**src/rtl/audio_fx_pkg.sv**
```systemverilog
`default_nettype none
// ============================================================================
// Module      : audio_fx_pkg
// Description : Shared definitions for the effect-mixer FIFO arbiter:
//               FSM state encodings, default sample width and the width
//               of the FIFO-full stall counter.
// Revision    : 1.0 - initial release
// ============================================================================
package audio_fx_pkg;

  localparam int DEFAULT_DATA_WIDTH = 16;
  localparam int STALL_CNT_W        = 16;

  typedef enum logic [0:0] {
    ST_IDLE  = 1'b0,
    ST_WRITE = 1'b1
  } arb_state_t;

endpackage
`default_nettype wire

```
**src/rtl/mixer_fifo_arbiter_rr_pick.sv**
```systemverilog
`default_nettype none
// ============================================================================
// Module      : rr_pick
// Description : Combinational round-robin selector. Searches the eligible
//               vector starting one past the last grant, wrapping from
//               n_req-1 back to 0, and reports the first hit.
// Revision    : 1.0 - initial release
// ============================================================================
module rr_pick #(
  parameter int n_req = 4,
  parameter int gw    = 2
) (
  input  logic [n_req-1:0] i_eligible,
  input  logic [gw-1:0]    i_last_grant,
  output logic [gw-1:0]    o_winner,
  output logic             o_any_eligible
);

  int w_idx;

  // Walk offsets from farthest to nearest so the nearest eligible
  // requester (highest priority) is the one left standing.
  always_comb begin
    o_winner       = '0;
    o_any_eligible = 1'b0;
    w_idx          = 0;
    for (int off = n_req; off >= 1; off--) begin
      w_idx = int'(i_last_grant) + off;
      if (w_idx >= n_req) begin
        w_idx = w_idx - n_req;
      end
      if (i_eligible[w_idx]) begin
        o_winner       = w_idx[gw-1:0];
        o_any_eligible = 1'b1;
      end
    end
  end

endmodule
`default_nettype wire

```
**src/rtl/mixer_fifo_arbiter.sv**
```systemverilog
`default_nettype none
// ============================================================================
// Module      : mixer_fifo_arbiter
// Description : Round-robin arbiter that collects signed samples from n_req
//               effect requesters and writes them one at a time into an
//               output FIFO. Two-state FSM (IDLE/WRITE), fully registered
//               outputs, peak throughput one sample per two cycles.
//               Optional feature: define MIXER_ARB_STATS_EN to build a
//               saturating counter of FIFO-full stall cycles on o_stall_cnt;
//               otherwise o_stall_cnt is tied to zero.
// Revision    : 1.0 - initial release
// ============================================================================
module mixer_fifo_arbiter
  import audio_fx_pkg::*;
#(
  parameter int data_width = DEFAULT_DATA_WIDTH,
  parameter int n_req      = 4
) (
  input  logic                        clk,
  input  logic                        reset,
  input  logic [n_req-1:0]            i_req_valid,
  input  logic [n_req*data_width-1:0] i_req_data,
  input  logic [n_req-1:0]            i_req_mask,
  output logic [n_req-1:0]            o_req_ready,
  input  logic                        i_fifo_full,
  output logic [data_width-1:0]       o_fifo_data,
  output logic                        o_fifo_wr,
  output logic [$clog2(n_req)-1:0]    o_grant_id,
  output logic                        o_busy,
  output logic [STALL_CNT_W-1:0]      o_stall_cnt
);

  localparam int GW = $clog2(n_req);

  arb_state_t            r_state;
  arb_state_t            w_state_nxt;
  logic [n_req-1:0]      w_eligible;
  logic [n_req-1:0]      r_ready;
  logic [n_req-1:0]      w_ready_nxt;
  logic [GW-1:0]         w_winner;
  logic                  w_any;
  logic [GW-1:0]         r_last;
  logic [GW-1:0]         w_last_nxt;
  logic [GW-1:0]         r_gid;
  logic [GW-1:0]         w_gid_nxt;
  logic [data_width-1:0] r_cap;
  logic [data_width-1:0] w_cap_nxt;
  logic [data_width-1:0] r_fifo_data;
  logic [data_width-1:0] w_fifo_data_nxt;
  logic                  r_wr;
  logic                  w_wr_nxt;
  logic                  r_busy;

  assign w_eligible = i_req_valid & i_req_mask;

  rr_pick #(
    .n_req (n_req),
    .gw    (GW)
  ) u_rr_pick (
    .i_eligible     (w_eligible),
    .i_last_grant   (r_last),
    .o_winner       (w_winner),
    .o_any_eligible (w_any)
  );

  // State register.
  always_ff @(posedge clk) begin
    if (reset) begin
      r_state <= ST_IDLE;
    end else begin
      r_state <= w_state_nxt;
    end
  end

  // Next state plus next values of every registered output / capture reg.
  always_comb begin
    w_state_nxt     = r_state;
    w_ready_nxt     = '0;
    w_wr_nxt        = 1'b0;
    w_fifo_data_nxt = r_fifo_data;
    w_cap_nxt       = r_cap;
    w_last_nxt      = r_last;
    w_gid_nxt       = r_gid;
    case (r_state)
      ST_IDLE: begin
        if (w_any) begin
          w_ready_nxt[w_winner] = 1'b1;
          w_cap_nxt   = i_req_data[int'(w_winner)*data_width +: data_width];
          w_last_nxt  = w_winner;
          w_gid_nxt   = w_winner;
          w_state_nxt = ST_WRITE;
        end
      end
      ST_WRITE: begin
        if (!i_fifo_full) begin
          w_wr_nxt        = 1'b1;
          w_fifo_data_nxt = r_cap;
          w_state_nxt     = ST_IDLE;
        end
      end
      default: begin
        w_state_nxt = ST_IDLE;
      end
    endcase
  end

  // Output and capture registers; reset drops any captured sample.
  always_ff @(posedge clk) begin
    if (reset) begin
      r_ready     <= '0;
      r_wr        <= 1'b0;
      r_fifo_data <= '0;
      r_cap       <= '0;
      r_last      <= GW'(n_req - 1);
      r_gid       <= '0;
      r_busy      <= 1'b0;
    end else begin
      r_ready     <= w_ready_nxt;
      r_wr        <= w_wr_nxt;
      r_fifo_data <= w_fifo_data_nxt;
      r_cap       <= w_cap_nxt;
      r_last      <= w_last_nxt;
      r_gid       <= w_gid_nxt;
      r_busy      <= (w_state_nxt == ST_WRITE);
    end
  end

`ifdef MIXER_ARB_STATS_EN
  logic [STALL_CNT_W-1:0] r_stall_cnt;

  // Saturating count of WRITE cycles blocked by a full FIFO.
  always_ff @(posedge clk) begin
    if (reset) begin
      r_stall_cnt <= '0;
    end else if ((r_state == ST_WRITE) && i_fifo_full && (r_stall_cnt != '1)) begin
      r_stall_cnt <= r_stall_cnt + 1'b1;
    end
  end

  assign o_stall_cnt = r_stall_cnt;
`else
  assign o_stall_cnt = '0;
`endif

  assign o_req_ready = r_ready;
  assign o_fifo_wr   = r_wr;
  assign o_fifo_data = r_fifo_data;
  assign o_grant_id  = r_gid;
  assign o_busy      = r_busy;

endmodule
`default_nettype wire

```
**config.mk**
```make
export PLATFORM = sky130hd
export DESIGN_NAME = mixer_fifo_arbiter
export DESIGN_NICKNAME = d
export VERILOG_FILES = /design/src/rtl/audio_fx_pkg.sv /design/src/rtl/mixer_fifo_arbiter_rr_pick.sv /design/src/rtl/mixer_fifo_arbiter.sv
export SDC_FILE = /design/constraint.sdc
export NUM_CORES = 1
export LEC_CHECK = 0
export CORE_ASPECT_RATIO = 0.5
export CORE_MARGIN = 3
export CORE_UTILIZATION = 41
export DETAILED_ROUTE_END_ITERATION = 10
export GPL_TIMING_DRIVEN = 1
export PLACE_DENSITY = 0.87
export SLEW_MARGIN = 30
export SYNTH_ARGS = -nofsm -noshare
export SYNTH_HDL_FRONTEND = slang
export SYNTH_HIERARCHICAL = 1
export SYNTH_SLANG_ARGS = --single-unit
```
**constraint.sdc**
```tcl
create_clock -name clk -period 3.4 [get_ports clk]
set_clock_uncertainty 0.05 [all_clocks]
set_input_delay 0.68 -clock clk [delete_from_list [all_inputs] [get_ports clk]]
set_output_delay 0.68 -clock clk [all_outputs]
set_load 0.02 [all_outputs]
```
# [After elaboration in Yosys (flattened, before gate mapping)]
# Index checks and enable logic that the tools add are counted.
[totals] word_cells=65 input_bits=75 output_inout_bits=40 ff_bits=42
[op_classes] n_reduce_logical=5 magnitude_cmp=10 shifts=1 muxes=30 add_sub_neg=8 bitwise_logic=4
[ops] cell=">= comparator 32 x 4 -> 1 bit, second input constant" count=4
[ops] cell="< comparator 32 x 4 -> 1 bit, second input constant" count=4
[ops] cell="2-to-1 mux 32 bit" count=4
[ops] cell="subtractor 32 x 4 -> 32 bit, second input constant" count=4
[ops] cell="variable part select 64 x 7 -> 16 bit" count=1
[ops] cell="2-to-1 mux 1 bit" count=16
[ops] cell="binary-select mux 1 bit (select 2 bit)" count=4
[ops] cell="2-to-1 mux 2 bit" count=4
[ops] cell="adder 2 x 2 -> 3 bit, second input constant" count=2
[ops] cell="adder 2 x 3 -> 4 bit, second input constant" count=1
[ops] cell="AND 4 bit" count=1
[ops] cell="AND reduction 2 bit" count=2
[ops] cell="adder 2 x 1 -> 3 bit, second input constant" count=1
[ops] cell="< comparator 2 x 3 -> 1 bit, second input constant" count=1
[ops] cell="inverter 1 bit" count=3
[ops] cell="OR reduction 3 bit" count=1
[ops] cell="demux 1 bit (select 2 bit)" count=1
[ops] cell=">= comparator 2 x 1 -> 1 bit, second input constant" count=1
[ops] cell="case mux 1 bit (2 select lines)" count=1
[ops] cell="OR reduction 2 bit" count=1
[ops] cell="logical AND 1 bit" count=1

# [Logic depth before layout (Yosys ltp)]
# Gate-level depths: netlist (run 1).
[logic_depth] depth_word=14 ltp_mapped=9 mapped_depth_nobuf=7

# [Hierarchy]
# Netlist (run 1), hierarchy kept.
[modules_own_cells] mod="mixer_fifo_arbiter" cells_each=179 n_inst=1 area_each_um2=1919.3 seq_area_each_um2=840.8
[modules_own_cells] mod="rr_pick" cells_each=14 n_inst=1 area_each_um2=91.3 seq_area_each_um2=0.0

# [Worst setup path before layout (run 1)]
# Ideal clock, no wire load.
[synth_timing] path_kind="in2reg" from="input i_req_valid[2]" to="register r_cap[2]" arrival_ps=2112 required_ps=3218 path_buffers=1 stages=8 setup_ps=132 slack_ps=1106 path_cell_list="and2_1 -> and2b_1 -> a21oi_2 -> o221ai_2 -> buf_6 -> mux4_2 -> nand2_1 -> a21oi_2"
[synth_via] elab_chain_cells=9 elab_cells_between_ends=23 cone_classes="shift (1); mux (20); bitwise (1); reduce/logical (1)"
[synth_lines] item="from (decl)" line="mixer_fifo_arbiter.sv:21" text="input logic [n_req-1:0] i_req_valid,"
[synth_lines] item="AND 4 bit *" line="mixer_fifo_arbiter.sv:54" text="assign w_eligible = i_req_valid & i_req_mask;"
[synth_lines] item="binary-select mux 1 bit (select 2 bit)" line="mixer_fifo_arbiter_rr_pick.sv:32" text="if (i_eligible[w_idx]) begin"
[synth_lines] item="2-to-1 mux 1 bit (implied by the code) (2 in a row)" line="mixer_fifo_arbiter_rr_pick.sv:32"
[synth_lines] item="2-to-1 mux 2 bit (3 in a row)" line="mixer_fifo_arbiter_rr_pick.sv:32"
[synth_lines] item="2-to-1 mux 2 bit *" line="mixer_fifo_arbiter_rr_pick.sv:32"
[synth_lines] item="via w_winner[0]" line="mixer_fifo_arbiter.sv:40" text="logic [GW-1:0] w_winner;"
[synth_lines] item="variable part select 64 x 7 -> 16 bit *" line="mixer_fifo_arbiter.sv:88" text="w_cap_nxt = i_req_data[int'(w_winner)*data_width +: data_width];"
[synth_lines] item="to (signal assigned)" line="mixer_fifo_arbiter.sv:121" text="r_cap <= w_cap_nxt;"
[synth_lines] item="to (decl)" line="mixer_fifo_arbiter.sv:46" text="logic [data_width-1:0] r_cap;"
# Mark *: on every way through the listed nets, which the timed path passes. The rest lies on a longest branch. The select of a mux whose other input is x is not followed.
# A chain may end at the register's enable or synchronous reset.

# [Worst setup path after layout (run 1)]
[layout_timing] from="input i_req_valid[3]" to="register r_cap[4]"
[layout_via] elab_chain_cells=9 elab_cells_between_ends=23 cone_classes="shift (1); mux (20); bitwise (1); reduce/logical (1)"
[layout_lines] item="AND 4 bit *" line="mixer_fifo_arbiter.sv:54"
[layout_lines] item="via w_eligible[3]" line="mixer_fifo_arbiter.sv:37" text="logic [n_req-1:0] w_eligible;"
[layout_lines] item="binary-select mux 1 bit (select 2 bit)" line="mixer_fifo_arbiter_rr_pick.sv:32"
[layout_lines] item="2-to-1 mux 1 bit (implied by the code) (2 in a row)" line="mixer_fifo_arbiter_rr_pick.sv:32"
[layout_lines] item="2-to-1 mux 2 bit (3 in a row)" line="mixer_fifo_arbiter_rr_pick.sv:32"
[layout_lines] item="2-to-1 mux 2 bit *" line="mixer_fifo_arbiter_rr_pick.sv:32"
[layout_lines] item="via w_winner[0]" line="mixer_fifo_arbiter.sv:40"
[layout_lines] item="variable part select 64 x 7 -> 16 bit *" line="mixer_fifo_arbiter.sv:88"
# Marked as above.

==> out/metrics.yaml, run 1 <==
synth-adder-area-share_pct: 0
p_int_mw: 0.858
avgSynthCellArea_um2: 10.4
regToRegSetupSlack_ns: 1.36
multi_input_area_um2: 1000
crit_slowest_cell: "mux4_2"
slowest_delay_ns: 0.56
dp_slack_ns: 0.455
drive_gt1_share_pct: 12.1
synth-compound-area-share_pct: 15.1
min_path_type: "reg2reg"
postCtsSetupBuffers: 0
reg2reg_to: "r_cap[4]$_SDFFE_PP0P_"
timing.rr.start: "r_last[1]$_SDFFE_PP1P_"
endpoint_kind: "flip-flop"
grt_pass1_wl_um: 8940
worstSetupStartpointType: "input pin"
path_clk_slew_ns: 0.08
dpl_cell_area_mm2: 0.00295
via_count: 1775
sw_frac_of_total_pct: 28.9
wl_per_cell_um: 15.8
synth_flop_cell: "dfxtp_1"
drv_cap: 0
syn_inst: 193
ys_ff_latch: 42
cts-htree-levels: 2
area_delta_synth_final_pct: 51.3
setup_violations: 0
fmax_ghz: 0.381
cp_max_fo: 20
setup-tns-final_ns: 0
synth_mux_area_share_pct: 18.4
path_common_cell: "a21oi_2"
cts-resized-gates: 0
ios: 115
gr-total-overflow: 0
die_area_mm2: 0.00583
synth_area_mm2: 0.00201
initial_core_util_pct: 44.2
cp_cell_sequence: "clkdlybuf4s50_1, and2_1, and2b_1, a21oi_2, o221ai_2, buf_4, mux4_2, nand2_1, a21oi_2"
synth_xor_area_share_pct: 0
startpoint: "i_req_valid[3]"
p_comb_share_pct: 27.5
wirelength_um: 5640
port_buffers: 98
p_leak_nw: 1.15
clkSinkCount: 42
drc: 0
ctsLongestPathBuffers: 2
tightest_slew_ns: 0.803
vias_per_cell: 4.99
core_area_mm2: 0.00455
cts_tree: "done"
holdWs_ns: 0.408
max_slew_margin_pct: 46.5
p_sw_mw: 0.349
hold_depth: 2
ys_seq_area_share_pct: 41.8
async_flop_share_pct: 0
nFillCells: 342
dr.pass1.iters: 5
cts_root_buffer: "clkbuf_8"
cp_data_required_time_ns: 3.54
ff2ff_path_depth: 7
seq_area_um2: 841
status: "complete, no violations"
antenna_found_initial: 0
final_common_cell: "clkdlybuf4s50_1"
track_usage_pct: 19.2
final_cell_mix: "clkdlybuf4s50_1 (98), dfxtp_1 (42), nand2_1 (39)"
die_h_um: 55.5
synth_top_family_by_area: "multiplexers"
report.final.slew_viol_count: 0
synthSimpleGateAreaFrac_pct: 13.2
ys_warn_count: 6
finalWorstSetupSlack_ns: 0.775
final_cell_area_mm2: 0.00304
peakVddDrop_mv: 0.223
seq_power_share_pct: 45.6
synth_cell_types: 25
n_antenna_cell: 0
die_x_um: 105
worstSetupEndpoint: "r_cap[4]$_SDFFE_PP0P_"
cts_buffers: 5
rows: 17
clock_power_share_pct: 26.9
gp_congestion: 0.777
grt_max_degree: 21
finalHoldViolCount: 0
power_mw: 1.21
clock_latency_ns: 0.30
p_per_area_mw_per_mm2: 397
final_antenna_net_count: 0
grt_setup_unrepaired: "false"
synth_edf_count: 0
period_share_pct: 77.2
critPathArrivalTime_ns: 2.76
cts_hold_buffers: 0
fin_crit_ns: 2.63
grt_pass1_vias: 1817
final_nets: 364
drt-initial-drc-count: 81
path_class: "in2reg"
dp_hpwl_um: 4450
## stage by stage
step | utilization [%] | cells
after floorplan | - | 208
after global placement | 64.9 | 348
after detailed placement | 64.9 | 348
after CTS | 66.8 | 356
after global routing | 66.8 | 356
final | 66.8 | 356
## final cells by class
class	count	area share, %
clock buffers	5	2.26
well taps	66	2.71
repair buffers	103	33.5
flip-flops and latches	42	27.6
multi-input cells	134	32.9
clock inverters	3	0.699
inverters	3	0.370
## power by group through the flow
| stage | Combinational [mW] | Clock, mW | Sequential (mW) |
|---|---|---|---|
| floorplan | 0.202 | 0 | 0.570 |
| global placement | 0.321 | 0 | 0.560 |
| detailed placement | 0.330 | 0 | 0.562 |
| CTS | 0.332 | 0.323 | 0.551 |
| global route | 0.357 | 0.350 | 0.555 |
| finish | 0.332 | 0.324 | 0.550 |
## worst max-delay path: cells and delay by family
kind | cells | cell delay, ns
AO/OA/AOI/OAI | 3 | 0.24
buffers and inverters | 2 | 0.80
multiplexers | 1 | 0.56
AND/OR/NAND/NOR | 3 | 0.46
## worst min path at each step
stage / startpoint / to / slack, ns
global placement: r_cap[15]$_SDFFE_PP0P_ / r_cap[15]$_SDFFE_PP0P_ / 0.39
CTS: r_cap[0]$_SDFFE_PP0P_ / r_cap[0]$_SDFFE_PP0P_ / 0.41
finish: r_cap[0]$_SDFFE_PP0P_ / r_cap[0]$_SDFFE_PP0P_ / 0.41
detailed placement: r_cap[0]$_SDFFE_PP0P_ / r_cap[0]$_SDFFE_PP0P_ / 0.40
global route: r_cap[5]$_SDFFE_PP0P_ / r_cap[5]$_SDFFE_PP0P_ / 0.43
floorplan: r_cap[0]$_SDFFE_PP0P_ / r_cap[0]$_SDFFE_PP0P_ / 0.39
## flip-flops by register name, indices dropped and copies added (netlist names)
register and flops:
o_fifo_wr 1, o_fifo_data 16, o_grant_id 2, o_busy 1, r_cap 16, o_req_ready 4
r_last 2
## Yosys cell counts (2+ instances only)
cell type | n | area share [%]
buf_6 | 5 | 2.8
buf_2 | 4 | 1.0
inv_1 | 3 | 0.56
a21oi_2 | 4 | 1.7
dfxtp_1 | 42 | 42
clkbuf_1 | 2 | 0.37
a22o_1 | 16 | 7.0
nand2b_1 | 4 | 1.2
nand2_1 | 39 | 7.3
and2_1 | 4 | 1.2
buf_4 | 17 | 6.3
a21oi_1 | 20 | 5.0
nor2_1 | 6 | 1.1
mux4_2 | 16 | 18
## cells by family after synthesis
family | count (synthesis)
buf+inv | 32
flops | 42
other cells | 1
simple gates | 58
compound gates | 43
mux | 17
## per-layer routing
layer	up-vias	global-route usage, %	share of wire [%]
met4	0	5.42	1.7
met5	-	0	0
li1	839	-	-
met3	14	4.67	6.0
met1	839	21.3	37
met2	83	36.7	55
Power figures use the tool's default switching activity.
==> inputs of run 2 (changes only) <==
--- a/config.mk
+++ b/config.mk
@@ -7,10 +7,10 @@
 export LEC_CHECK = 0
 export CORE_ASPECT_RATIO = 0.5
 export CORE_MARGIN = 3
-export CORE_UTILIZATION = 41
+export CORE_UTILIZATION = 34
 export DETAILED_ROUTE_END_ITERATION = 10
 export GPL_TIMING_DRIVEN = 1
-export PLACE_DENSITY = 0.87
+export PLACE_DENSITY = 0.78
 export SLEW_MARGIN = 30
 export SYNTH_ARGS = -nofsm -noshare
 export SYNTH_HDL_FRONTEND = slang
==> constraint.sdc (replaced) <==
create_clock -name clk -period 2.3 [get_ports clk]
set_clock_uncertainty 0.05 [all_clocks]
set_input_delay 0.46 -clock clk [delete_from_list [all_inputs] [get_ports clk]]
set_output_delay 0.46 -clock clk [all_outputs]
set_load 0.02 [all_outputs]
==> run 2 against run 1 <==
Core utilization fell by 7.2 points; die area up 19%; count of clock-buffer cells in the layout unchanged; sequential power increased by 49%; critical path depth is the same; first-iteration DRC count decreased by 11%; total power increased by 90%; non-clock buffer count increased by 12; critical endpoint is now r_cap[6]$_SDFFE_PP0P_; largest cell class unchanged; largest power group is now the clock network.
==> out/metrics.yaml, run 2 (synthesis results as in run 1) <==
fin_crit_ns: 2.26
tightest_slew_ns: 0.840  # +0.0365 ns
path_class: "in2reg"
drc: 0  # unchanged
cts-htree-levels: 2  # unchanged
slowest_delay_ns: 0.49  # -0.07 ns
min_path_type: "reg2reg"
status: "complete, no violations"
final_antenna_net_count: 0  # unchanged
setup_violations: 0  # unchanged
dp_slack_ns: -0.301  # -0.756 ns
finalWorstSetupSlack_ns: 0.0402  # -0.735 ns
final_common_cell: "clkdlybuf4s50_1"
ff2ff_path_depth: 8  # +1
crit_slowest_cell: "mux4_2"
grt_pass1_wl_um: 8630  # -3.4%
timing.rr.start: "r_last[1]$_SDFFE_PP1P_"
report.final.slew_viol_count: 0  # unchanged
cp_data_required_time_ns: 2.42  # -1.12 ns
critPathArrivalTime_ns: 2.38  # -0.38 ns
cp_max_fo: 4  # -80%
dp_hpwl_um: 4210  # -5.3%
peakVddDrop_mv: 0.348  # +56%
finalHoldViolCount: 0  # unchanged
port_buffers: 98  # unchanged
final_nets: 376  # +3.3%
initial_core_util_pct: 36.0  # -8.2 points
endpoint_kind: "flip-flop"
final_cell_mix: "clkdlybuf4s50_1 (94), dfxtp_1 (42), nand2_1 (35)"
reg2reg_to: "r_cap[6]$_SDFFE_PP0P_"
dpl_cell_area_mm2: 0.00304  # +3.1%
core_area_mm2: 0.00559  # +23%
power_mw: 2.30  # +90%
grt_pass1_vias: 1764  # -2.9%
period_share_pct: 98.3
ctsLongestPathBuffers: 2  # unchanged
die_h_um: 60.4  # +8.7%
cts_buffers: 5  # unchanged
antenna_found_initial: 0  # unchanged
path_clk_slew_ns: 0.06  # -0.02 ns
die_x_um: 115  # +9.3%
dr.pass1.iters: 4  # -1
area_delta_synth_final_pct: 65.8
wl_per_cell_um: 15.4  # -3.0%
vias_per_cell: 4.77  # -4.3%
ios: 115  # unchanged
grt_setup_unrepaired: "true"
die_area_mm2: 0.00693  # +19%
max_slew_margin_pct: 44.0  # -2.4 points
cp_cell_sequence: "clkdlybuf4s50_1, and2_4, a21oi_2, o221ai_2, buf_4, clkbuf_16, mux4_2, nand2_1, a21oi_1"
gr-total-overflow: 0  # unchanged
cts_hold_buffers: 0  # unchanged
n_antenna_cell: 0  # unchanged
track_usage_pct: 16.0  # -3.2 points
cts_root_buffer: "clkbuf_16"
grt_max_degree: 20  # -4.8%
wirelength_um: 5760  # +2.1%
p_leak_nw: 1.30  # +13%
cts_tree: "done"
drv_cap: 0  # unchanged
worstSetupStartpointType: "input pin"
worstSetupEndpoint: "r_cap[6]$_SDFFE_PP0P_"
startpoint: "i_req_valid[1]"
drive_gt1_share_pct: 18.5  # +6.5 points
final_cell_area_mm2: 0.00333  # +9.5%
clkSinkCount: 42  # unchanged
p_per_area_mw_per_mm2: 689  # +74%
drt-initial-drc-count: 72  # -11%
rows: 19  # +2
clock_latency_ns: 0.28  # -0.02 ns
via_count: 1789  # +0.79%
gp_congestion: 0.758  # -2.4%
fmax_ghz: 0.443
regToRegSetupSlack_ns: 0.21  # -1.15 ns
## run 2: final cells by class
| type | count | area, um2 |
|---|---|---|
| clock buffers | 5 | 125 |
| well taps | 73 | 91.3 |
| multi-input cells | 134 | 1020 |
| clock inverters | 3 | 68.8 |
| fillers | 409 | 2250 |
| flip-flops and latches | 42 | 841 |
| inverters | 3 | 11.3 |
| repair buffers | 115 | 1170 |
## run 2: report_power, final
part,switching [mW],internal [mW]
clock network,0.284,0.623
registers,0.0365,0.782
logic,0.235,0.336
## run 2: timing repair
item | CTS | global route
gates cloned | 1 | 1
gates resized for setup | 9 | 3
endpoints found under the setup margin | 3 | 7
pin swaps | 8 | 4
buffers inserted | 2 | 1
## run 2: critical path, delay by kind of cell
kind / cells / cell delay [ns]
buf+inv: 3 / 0.81
simple gates: 2 / 0.24
mux: 1 / 0.49
compound gates: 3 / 0.37
## run 2: how the worst min path moves through the flow
stage / from / endpoint / slack (ns) / cells past startpoint
after floorplan: r_cap[0]$_SDFFE_PP0P_ / r_cap[0]$_SDFFE_PP0P_ / 0.39 / 2
after global placement: r_cap[5]$_SDFFE_PP0P_ / r_cap[5]$_SDFFE_PP0P_ / 0.39 / 2
after detailed placement: r_cap[11]$_SDFFE_PP0P_ / r_cap[11]$_SDFFE_PP0P_ / 0.40 / 2
after CTS: r_cap[13]$_SDFFE_PP0P_ / r_cap[13]$_SDFFE_PP0P_ / 0.41 / 2
after global routing: r_cap[7]$_SDFFE_PP0P_ / r_cap[7]$_SDFFE_PP0P_ / 0.43 / 2
final: r_cap[0]$_SDFFE_PP0P_ / r_cap[0]$_SDFFE_PP0P_ / 0.41 / 2
## run 2: through the flow
| step | std cells | hold slack [ns] | utilization [%] | setup TNS [ns] |
|---|---|---|---|---|
| floorplan | 208 | 0.386 | - | 0 |
| global placement | 362 | 0.394 | 54.5 | -3.66 |
| detailed placement | 362 | 0.400 | 54.5 | -4.36 |
| CTS | 373 | 0.410 | 58.9 | 0 |
| global route | 375 | 0.432 | 59.7 | -0.0299 |
| finish | 375 | 0.410 | 59.7 | 0 |
## run 2: layer usage
| metal | GRT usage (%) | part of all wire, % | vias to the layer above |
|---|---|---|---|
| li1 | - | - | 867 |
| met1 | 19.3 | 40 | 853 |
| met2 | 30.1 | 54 | 60 |
| met3 | 3.09 | 4.8 | 9 |
| met4 | 4.52 | 1.0 | 0 |
| met5 | 0 | 0 | - |
==> inputs of run 3 (changes only) <==
--- a/config.mk
+++ b/config.mk
@@ -5,6 +5,7 @@
 export SDC_FILE = /design/constraint.sdc
 export NUM_CORES = 1
 export LEC_CHECK = 0
+export ABC_CLOCK_PERIOD_IN_PS = 2300
 export CORE_ASPECT_RATIO = 0.5
 export CORE_MARGIN = 3
 export CORE_UTILIZATION = 34
==> results of run 3 <==
The final DEF is identical to that of run 2; final timing and power are the same.
